## src/rtl/packet_serializer.sv

```systemverilog
// packet_serializer: captures one wide packet on a scheduler grant and emits it
// as a header transfer followed, for write packets, by BEATS data/strobe beats.
// Both output channels use a valid/ready handshake.
// Optional feature macro: SERIALIZER_STATS_EN adds pkt_count / beat_count outputs.
module packet_serializer #(
  parameter  int HEADER_SIZE = 102,
  parameter  int BEATS       = 4,
  parameter  int STRB_SIZE   = 16,
  parameter  int BEAT_SIZE   = 128,
  localparam int DATA_SIZE   = HEADER_SIZE + BEATS * (STRB_SIZE + BEAT_SIZE)
) (
  input  logic                   clock,
  input  logic                   reset,
  input  logic [DATA_SIZE-1:0]   packet,
  input  logic                   activate,
  output logic                   consumed,
  output logic                   busy,
  output logic [HEADER_SIZE-1:0] hdr_data,
  output logic                   hdr_valid,
  input  logic                   hdr_ready,
  output logic [BEAT_SIZE-1:0]   beat_data,
  output logic [STRB_SIZE-1:0]   beat_strb,
  output logic                   beat_last,
  output logic                   beat_valid,
`ifdef SERIALIZER_STATS_EN
  output logic [31:0]            pkt_count,
  output logic [31:0]            beat_count,
`endif
  input  logic                   beat_ready
);

  localparam int CNT_W = (BEATS > 1) ? $clog2(BEATS) : 1;
  localparam logic [CNT_W-1:0] LAST_CNT = CNT_W'(BEATS - 1);

  typedef enum logic [1:0] {
    IDLE   = 2'd0,
    HEADER = 2'd1,
    DATA   = 2'd2
  } state_t;

  state_t                 state_r;
  state_t                 state_s;
  logic [CNT_W-1:0]       cnt_r;
  logic [CNT_W-1:0]       cnt_s;
  logic [DATA_SIZE-1:0]   packet_r;
  logic                   capture_s;
  logic                   hdr_fire_s;
  logic                   beat_fire_s;

  // Unpacked views of the captured packet so the beat mux indexes by cnt_r.
  logic [BEAT_SIZE-1:0]   data_words_s [BEATS];
  logic [STRB_SIZE-1:0]   strb_words_s [BEATS];

  for (genvar k = 0; k < BEATS; k++) begin : g_unpack
    assign data_words_s[k] = packet_r[k*BEAT_SIZE +: BEAT_SIZE];
    assign strb_words_s[k] = packet_r[BEATS*BEAT_SIZE + k*STRB_SIZE +: STRB_SIZE];
  end

  // Outputs derive from registered state only; consumed is the one
  // combinational handshake back to the scheduler and is masked during reset.
  assign busy        = (state_r != IDLE);
  assign hdr_valid   = (state_r == HEADER);
  assign beat_valid  = (state_r == DATA);
  assign hdr_data    = packet_r[DATA_SIZE-1 -: HEADER_SIZE];
  assign beat_data   = data_words_s[cnt_r];
  assign beat_strb   = strb_words_s[cnt_r];
  assign beat_last   = beat_valid && (cnt_r == LAST_CNT);
  assign hdr_fire_s  = hdr_valid && hdr_ready;
  assign beat_fire_s = beat_valid && beat_ready;
  assign consumed    = capture_s && !reset;

  // Next-state, beat counter and capture decode.
  always_comb begin
    state_s   = state_r;
    cnt_s     = cnt_r;
    capture_s = 1'b0;
    case (state_r)
      IDLE: begin
        if (activate) begin
          capture_s = 1'b1;
          state_s   = HEADER;
        end else begin
          state_s   = IDLE;
        end
      end
      HEADER: begin
        if (hdr_fire_s) begin
          cnt_s = {CNT_W{1'b0}};
          if (packet_r[DATA_SIZE-1]) begin
            state_s = DATA;
          end else begin
            state_s = IDLE;
          end
        end else begin
          state_s = HEADER;
        end
      end
      DATA: begin
        if (beat_fire_s) begin
          if (cnt_r == LAST_CNT) begin
            state_s = IDLE;
            cnt_s   = {CNT_W{1'b0}};
          end else begin
            state_s = DATA;
            cnt_s   = cnt_r + CNT_W'(1);
          end
        end else begin
          state_s = DATA;
        end
      end
      default: begin
        state_s = IDLE;
        cnt_s   = {CNT_W{1'b0}};
      end
    endcase
  end

  // State, counter and packet capture registers.
  always_ff @(posedge clock) begin
    if (reset) begin
      state_r  <= IDLE;
      cnt_r    <= {CNT_W{1'b0}};
      packet_r <= {DATA_SIZE{1'b0}};
    end else begin
      state_r <= state_s;
      cnt_r   <= cnt_s;
      if (capture_s) begin
        packet_r <= packet;
      end
    end
  end

`ifdef SERIALIZER_STATS_EN
  // Free-running handshake counters, wrapping modulo 2^32.
  always_ff @(posedge clock) begin
    if (reset) begin
      pkt_count  <= 32'd0;
      beat_count <= 32'd0;
    end else begin
      if (hdr_fire_s) begin
        pkt_count <= pkt_count + 32'd1;
      end
      if (beat_fire_s) begin
        beat_count <= beat_count + 32'd1;
      end
    end
  end
`endif

endmodule

```

## config.mk

```make
export PLATFORM = sky130hd
export DESIGN_NAME = packet_serializer
export DESIGN_NICKNAME = d
export VERILOG_FILES = /design/src/rtl/packet_serializer.sv
export SDC_FILE = /design/constraint.sdc
export NUM_CORES = 1
export LEC_CHECK = 0
export BUFFER_PORTS_ARGS = -buffer_cell sky130_fd_sc_hd__buf_2
export CAP_MARGIN = 30
export CORE_AREA = 2 2 364 366
export DETAILED_ROUTE_END_ITERATION = 8
export DIE_AREA = 0 0 366 368
export GPL_ROUTABILITY_DRIVEN = 0
export PLACE_DENSITY_LB_ADDON = 0.25
export SYNTH_ARGS = -nofsm -noshare
export SYNTH_HDL_FRONTEND = slang
export SYNTH_SLANG_ARGS = --single-unit
```

## constraint.sdc

```tcl
create_clock -name clock -period 2 [get_ports clock]
set_input_delay 0.1 -clock clock [delete_from_list [all_inputs] [get_ports clock]]
set_output_delay 0.1 -clock clock [all_outputs]
set_load 0.01 [all_outputs]
```

**Yosys cells after proc, flatten, opt, wreduce, memory -nomap -nowiden**

Cells that the tools add are included.

- Add/subtract/negate cells: 1
- Magnitude comparators: 1
- Equality and inequality tests: 5
- Multiplexer cells: 18
- Bitwise operators: 2
- Reduce and logical (&&, ||, !) cells: 8

Operator list:

| kind | count |
|---|---|
| $bmux 128 s2 | 1 |
| $mux 128 | 2 |
| $bmux 16 s2 | 1 |
| $mux 16 | 2 |
| $mux 2 | 7 |
| $pmux 2 s3 | 2 |
| $eq 2x2->1 const B | 2 |
| $logic_and 1x1->1 | 4 |
| $ne 2x1->1 const B | 2 |
| $ge 3x3->1 const B | 1 |
| $mux 1 | 3 |
| $not 2->3 | 1 |
| $reduce_and 3->1 | 1 |
| $add 2x1->2 const B | 1 |
| $eq 2x1->1 const B | 1 |
| $logic_not 2->1 | 1 |
| $reduce_bool 2->1 | 1 |
| $logic_not 1->1 | 1 |
| $not 1->1 | 1 |

- Register bits after elaboration: 682
- Input port bits: 683
- Output and inout port bits: 251
- Logic and storage cells: 38

**Longest topological paths before layout**

Gate-level depths: netlist of the first run.

- Depth in word-level cells: 4
- Depth in mapped cells: 7
- Mapped depth without buffers: 4

**Worst setup path before layout of the first run**

Ideal clock, no wire load.

- Path kind: register to output
- Start: register cnt_r[0]
- End: output beat_data[104]
- Arrival time: 1,455 ps
- Data required time: 1,900 ps
- Slack: 445 ps
- Stages on the path, launching flop included: 4
- Path buffers: 2
- Cells stage by stage: dfxtp_1 -> buf_2 -> buf_2 -> mux4_2

- Cells in the longest elaborated chain, start to end: 4

Ends and longest elaborated chain:

| element | RTL line | source |
|---|---|---|
| start: declaration | 43 | `logic [CNT_W-1:0] cnt_r;` |
| start signal: assignment | 122 | `cnt_r <= {CNT_W{1'b0}};` |
| start signal: assignment | 126 | `cnt_r <= cnt_s;` |
| $not 2->3 (implied by the code) | 65 | `assign beat_data = data_words_s[cnt_r];` |
| $bmux 128 s2 | 65 |  |
| $mux 128 (implied by the code) (2 in a row) | 65 |  |
| end: declaration | 21 | `output logic [BEAT_SIZE-1:0] beat_data,` |

No other way between the ends. The select of a mux whose other input is x is not followed.

**Final worst setup path of the first run**

- Start: register cnt_r[0]
- End: output beat_data[89]

The elaborated chain is that of the path after synthesis.

==> flow_metrics.py, run 1 <==
metrics = {
    "timing": {
        "fin_crit_ps": 2330,
        "fin_skew_ps": 18.8,
        "rsz0062_at_grt": "true",
        "slew_violations": 0,
        "setup_viol": 145,
        "period_share": 1.16,
        "tns_ps": -33590,
        "fin_ws_ps": -325,
        "slew_headroom": 0.621,
        "fmax_mhz": 430,
        "tightest_slew_ps": 569,
        "hold_violations": 0,
    },
    "synthesis": {
        "syn-num-nets": 3927,
        "avgSynthCellArea_um2": 8.45,
        "synth.distinct_cells": 21,
        "synth-seq-area-share": 0.498,
        "yosysWarnings": 0,
        "ys_seq_elements": 682,
        "synth_cells": 3243,
        "syn-cell-area_um2": 27400,
    },
    "floorplan": {
        "die-area_um2": 135000,
        "dieHeight_um": 368,
        "start_util": 0.210,
        "core_area_um2": 131000,
        "num_rows": 133,
        "die_w_um": 366,
        "ioPinCount": 934,
    },
    "placed_design": {
        "place_inst": 5697,
        "placed_cell_area_um2": 33900,
        "place_hpwl_mm": 86.3,
        "io_buffers": 933,
    },
    "status": {
        "status": "finished with violations",
        "violations": "negative setup slack",
    },
    "clocking": {
        "clock-sinks": 682,
        "cts_tree": "done",
        "cts_buffer_depth": 3,
        "cts_made_buffers": 84,
        "cts-root-buf": "clkbuf_16",
        "clk_pin_slew_worst_paths_ps": 60,
        "insertion_delay_ps": 670,
        "cts_max_level": 3,
    },
    "layout": {
        "n_fill_cell": 13700,
        "nets": 5416,
        "finish.utilization": 0.340,
        "fin_cells": 6567,
        "design_area_um2": 44500,
        "syn2layout_area_growth_pct": 62.3,
        "drive_gt1_frac": 0.285,
    },
    "detailed_routing": {
        "vias": 28600,
        "initialDrtViolationCount": 1778,
        "antenna_left": 0,
        "via_per_inst": 4.35,
        "firstDrtPassIters": 5,
        "drcViolationCount": 0,
        "wirelength_mm": 121,
        "routedWlPerCell_um": 18.5,
    },
    "worst_setup_path": {
        "worstSetupPathType": "register to primary output",
        "start_kind": "register",
        "critPathMaxFanout": 12,
        "worstPathArrival_ps": 2230,
        "cp.required_ps": 1900,
        "timing.reg2reg.setup_slack_ps": 190,
        "r2r.worst_path.cells": 6,
        "r2r_start": "state_r[0]$_SDFF_PP0_",
        "crit_path_end_kind": "primary output",
        "r2r_end": "packet_r[74]$_SDFFE_PP0P_",
    },
    "grt": {
        "grt_antenna_before_repair": 20,
        "grt_first_pass_wirelength_mm": 179,
        "grt.total_usage": 0.172,
        "grt.overflow.total": 0,
        "first_global_vias": 29100,
        "grt_max_degree": 90,
    },
    "hold_path": {
        "min_to": "packet_r[379]$_SDFFE_PP0P_",
        "holdPathStages": 5,
        "hp-start": "activate",
        "hold_class": "primary input to register",
    },
    "pwr": {
        "power.density_nw_per_um2": 810,
        "power_uw": 36000,
        "ir_drop_uv": 660,
        "p_leak_uw": 0.0185,
    },
    "job": {
        "max-cap-violations": 0,
    },
}
==> through the flow <==
step / hold WS (ps) / setup WS (ps)
after floorplan: 236 / 445
after global placement: 339 / -148
after detailed placement: 346 / 273
after CTS: 48.2 / -412
after global routing: 101 / -418
final: 136 / -325
==> cells by family after synthesis <==
| family | Yosys count | synth area share |
|---|---|---|
| adder cells (fa/ha/maj) | 1 | 0.000456 |
| AND/OR/NAND/NOR | 1370 | 0.189 |
| flip-flops | 682 | 0.498 |
| multiplexers | 144 | 0.118 |
| AO/OA/AOI/OAI | 683 | 0.125 |
| buffers and inverters | 363 | 0.0694 |
==> Yosys cell counts (all sizes together) <==
cell type	number	area, µm²
nor3b	1	12.5
a32oi	1	8.76
mux4	144	3240
nor2b	2	12.5
or3b	1	8.76
nand2	1357	5090
ha	1	12.5
dfxtp	682	13700
clkbuf	132	495
nand2b	2	12.5
and2	1	6.26
or2	1	6.26
o32ai	2	17.5
buf	229	1400
nor2	4	15.0
inv	2	7.51
a21oi	680	3400
nand3b	1	7.51
==> worst max-delay path by stage <==
stage	end	cells past startpoint	startpoint
final	beat_data[89]	4	cnt_r[0]$_SDFFE_PP0P_
after global routing	beat_data[89]	4	cnt_r[0]$_SDFFE_PP0P_
after CTS	beat_data[91]	4	cnt_r[0]$_SDFFE_PP0P_
after detailed placement	packet_r[166]$_SDFFE_PP0P_	6	state_r[0]$_SDFF_PP0_
after global placement	cnt_r[0]$_SDFFE_PP0P_	4	cnt_r[0]$_SDFFE_PP0P_
after floorplan	beat_data[104]	3	cnt_r[0]$_SDFFE_PP0P_
==> critical path, cell delays in order, from the launching register on <==
cell and delay (ps):
dfxtp_4 390, buf_12 180, buf_16 180, mux4_2 620, buf_6 170
==> routing by layer <==
layer | part of all wire | routed length (µm) | vias up | track usage
met5 | 0.00066 | 80 | - | 0
met4 | 0.040 | 4870 | 12 | 0.0717
met3 | 0.059 | 7200 | 261 | 0.0391
met2 | 0.49 | 58900 | 995 | 0.296
met1 | 0.41 | 50100 | 13700 | 0.207
li1 | - | - | 13600 | -
==> power breakdown <==
group          switching [µW]  internal [µW]  total, µW
Sequential                539          14400      15000
Clock                    6370           9360      15700
Combinational            2610           2720       5330
Total                    9520          26500      36000
==> repair_timing <==
item,CTS,global route
endpoints found under the hold margin,682,0
resized for setup,111,29
gates cloned,6,1
buffers inserted,15,3
pin swaps,1,1
setup endpoints to repair,146,146
hold buffers,683,0
==> placed cells by master (no fill, tap or decap), drive strengths merged, types with 4 or more instances in the layout <==
cell type and count:
nand2 1357, buf 1078, dlygate4sd3 683, dfxtp 682, a21oi 680, mux4 144, clkbuf 120, clkinv 19
diode 16, bufinv 7, inv 5, nor2 4
==> state kept, by name (all words and copies together) (netlist names) <==
name and flops:
state_r 2, cnt_r 2, packet_r 678
==> layout make-up <==
class                   instances  area (µm²)  share of cell area
well taps                    1755        2200              0.0493
flip-flops and latches        682       13700               0.307
clock inverters                31         432             0.00970
repair buffers               1764       13900               0.312
clock buffers                 119        2410              0.0542
multi-input cells            2198       11900               0.267
diodes                         16        40.0            0.000900
inverters                       2        7.51            0.000169
Power figures use the tool's default switching activity.
==> inputs of run 2 (changes only) <==
--- a/config.mk
+++ b/config.mk
@@ -15,3 +15,4 @@
 export SYNTH_ARGS = -nofsm -noshare
 export SYNTH_HDL_FRONTEND = slang
 export SYNTH_SLANG_ARGS = --single-unit
+export TNS_END_PERCENT = 20
==> flow_metrics.py, run 2 (synthesis results as in run 1) <==
metrics = {
    "status": {
        "status": "finished with violations",
        "violations": "negative setup slack",
    },
    "layout": {
        "regArea_um2": 13700,
        "final_common_cell": "nand2_1",
        "regMostFlops": "packet_r",
        "multi_input_comb_area_um2": 11900,
        "syn2layout_area_growth_pct": 61.2,
        "drive_gt1_frac": 0.284,
        "largest_reg_flops": 678,
        "final_cell_mix": "1357 x nand2_1, 880 x buf_2, 683 x dlygate4sd3_1, 680 x a21oi_1, 678 x dfxtp_1",
        "nets": 5409,
        "n_fill_cell": 13700,
        "biggestRegsByFlops": "packet_r: 678 flops, cnt_r: 2 flops, state_r: 2 flops",
        "fin_cells": 6558,
    },
    "clocking": {
        "clock-sinks": 682,
        "cts_buffer_depth": 3,
        "cts-root-buf": "clkbuf_16",
        "cts_max_level": 3,
        "clk_pin_slew_worst_paths_ps": 60,
        "cts_made_buffers": 84,
        "cts_tree": "done",
        "insertion_delay_ps": 670,
    },
    "hold_path": {
        "hp-start": "activate",
        "min_to": "packet_r[379]$_SDFFE_PP0P_",
        "hold_class": "primary input to register",
        "holdPathStages": 5,
    },
    "timing": {
        "fin_skew_ps": 24.4,
        "period_share": 1.16,
        "hold_violations": 0,
        "slew_headroom": 0.623,
        "rsz0062_at_grt": "true",
        "setup_viol": 146,
        "fin_crit_ps": 2320,
        "fmax_mhz": 430,
        "slew_violations": 0,
        "tns_ps": -34360,
        "tightest_slew_ps": 566,
        "fin_ws_ps": -325,
    },
    "detailed_routing": {
        "antenna_left": 0,
        "routedWlPerCell_um": 18.4,
        "initialDrtViolationCount": 1725,
        "vias": 28500,
        "drcViolationCount": 0,
        "firstDrtPassIters": 5,
        "via_per_inst": 4.35,
        "wirelength_mm": 120,
    },
    "worst_setup_path": {
        "r2r.worst_path.cells": 7,
        "critPathMaxFanout": 12,
        "r2r_start": "cnt_r[0]$_SDFFE_PP0P_",
        "crit_path_end_kind": "primary output",
        "cp.required_ps": 1900,
        "worstPathArrival_ps": 2220,
        "r2r_end": "cnt_r[0]$_SDFFE_PP0P_",
        "worstSetupPathType": "register to primary output",
        "timing.reg2reg.setup_slack_ps": 300,
        "start_kind": "register",
    },
    "pwr": {
        "power.density_nw_per_um2": 814,
        "ir_drop_uv": 660,
        "p_leak_uw": 0.0184,
        "power_uw": 36000,
    },
    "grt": {
        "first_global_vias": 29000,
        "grt_first_pass_wirelength_mm": 178,
        "grt.overflow.total": 0,
        "grt.total_usage": 0.171,
        "grt_max_degree": 90,
        "grt_antenna_before_repair": 19,
    },
    "floorplan": {
        "num_rows": 133,
        "ioPinCount": 934,
        "core_area_um2": 131000,
        "die-area_um2": 135000,
        "dieHeight_um": 368,
        "start_util": 0.210,
        "die_w_um": 366,
    },
    "placed_design": {
        "dpl_worst_slack_ps": 273,
        "place_hpwl_mm": 86.3,
        "place_inst": 5697,
        "io_buffers": 933,
    },
    "job": {
        "max-cap-violations": 0,
    },
}
[run 2: how the worst max path moves through the flow]
stage / startpoint / slack, ps / cells after the start / to
after floorplan: cnt_r[0]$_SDFFE_PP0P_ / 450 / 3 / beat_data[104]
after global placement: cnt_r[0]$_SDFFE_PP0P_ / -150 / 4 / cnt_r[0]$_SDFFE_PP0P_
after detailed placement: state_r[0]$_SDFF_PP0_ / 270 / 6 / packet_r[166]$_SDFFE_PP0P_
after CTS: cnt_r[0]$_SDFFE_PP0P_ / -440 / 4 / beat_data[89]
after global routing: cnt_r[0]$_SDFFE_PP0P_ / -420 / 4 / beat_data[89]
final: cnt_r[0]$_SDFFE_PP0P_ / -320 / 4 / beat_data[89]
[run 2: power by group]
part | switching [µW] | leakage [µW] | internal [µW]
logic | 2600 | 0.0113 | 2680
clock network | 6360 | 0.00140 | 9360
registers | 537 | 0.00561 | 14400
[run 2: layout make-up]
type | count | share of cell area
well taps | 1755 | 0.0497
flip-flops and latches | 682 | 0.309
diodes | 14 | 0.000793
repair buffers | 1757 | 0.307
multi-input cells | 2198 | 0.269
clock inverters | 31 | 0.00977
clock buffers | 119 | 0.0546
inverters | 2 | 0.000170
[run 2: worst max-delay path: stages (launching register included)]
cell and delay, ps:
dfxtp_4 390, buf_12 180, buf_16 180, mux4_2 620, buf_6 170
[run 2: metal layers]
layer	GRT usage	wire (µm)	vias to the layer above	share of wire
met5	0	87	-	0.00072
met1	0.205	49700	13600	0.41
met3	0.0407	7290	285	0.061
met2	0.291	58000	1000	0.48
met4	0.0745	5330	14	0.044
li1	-	-	13600	-
[run 2: per-stage QoR]
| stage | area (µm²) | util | hold WS, ps |
|---|---|---|---|
| 2_1_floorplan | 27400 | - | 236 |
| 5_1_grt | 44200 | 0.338 | 102 |
| 4_1_cts | 43900 | 0.335 | 48.2 |
| 3_5_place_dp | 33900 | 0.259 | 346 |
| 6_report | 44200 | 0.338 | 136 |
| 3_3_place_gp | 33900 | 0.259 | 339 |
[run 2: repair_timing]
item                       CTS  global route
hold endpoints to repair   682             0
setup endpoints to repair  146           146
hold buffers               683             0
resized for setup           39            54
gates cloned                 2             1
buffers inserted             7             5
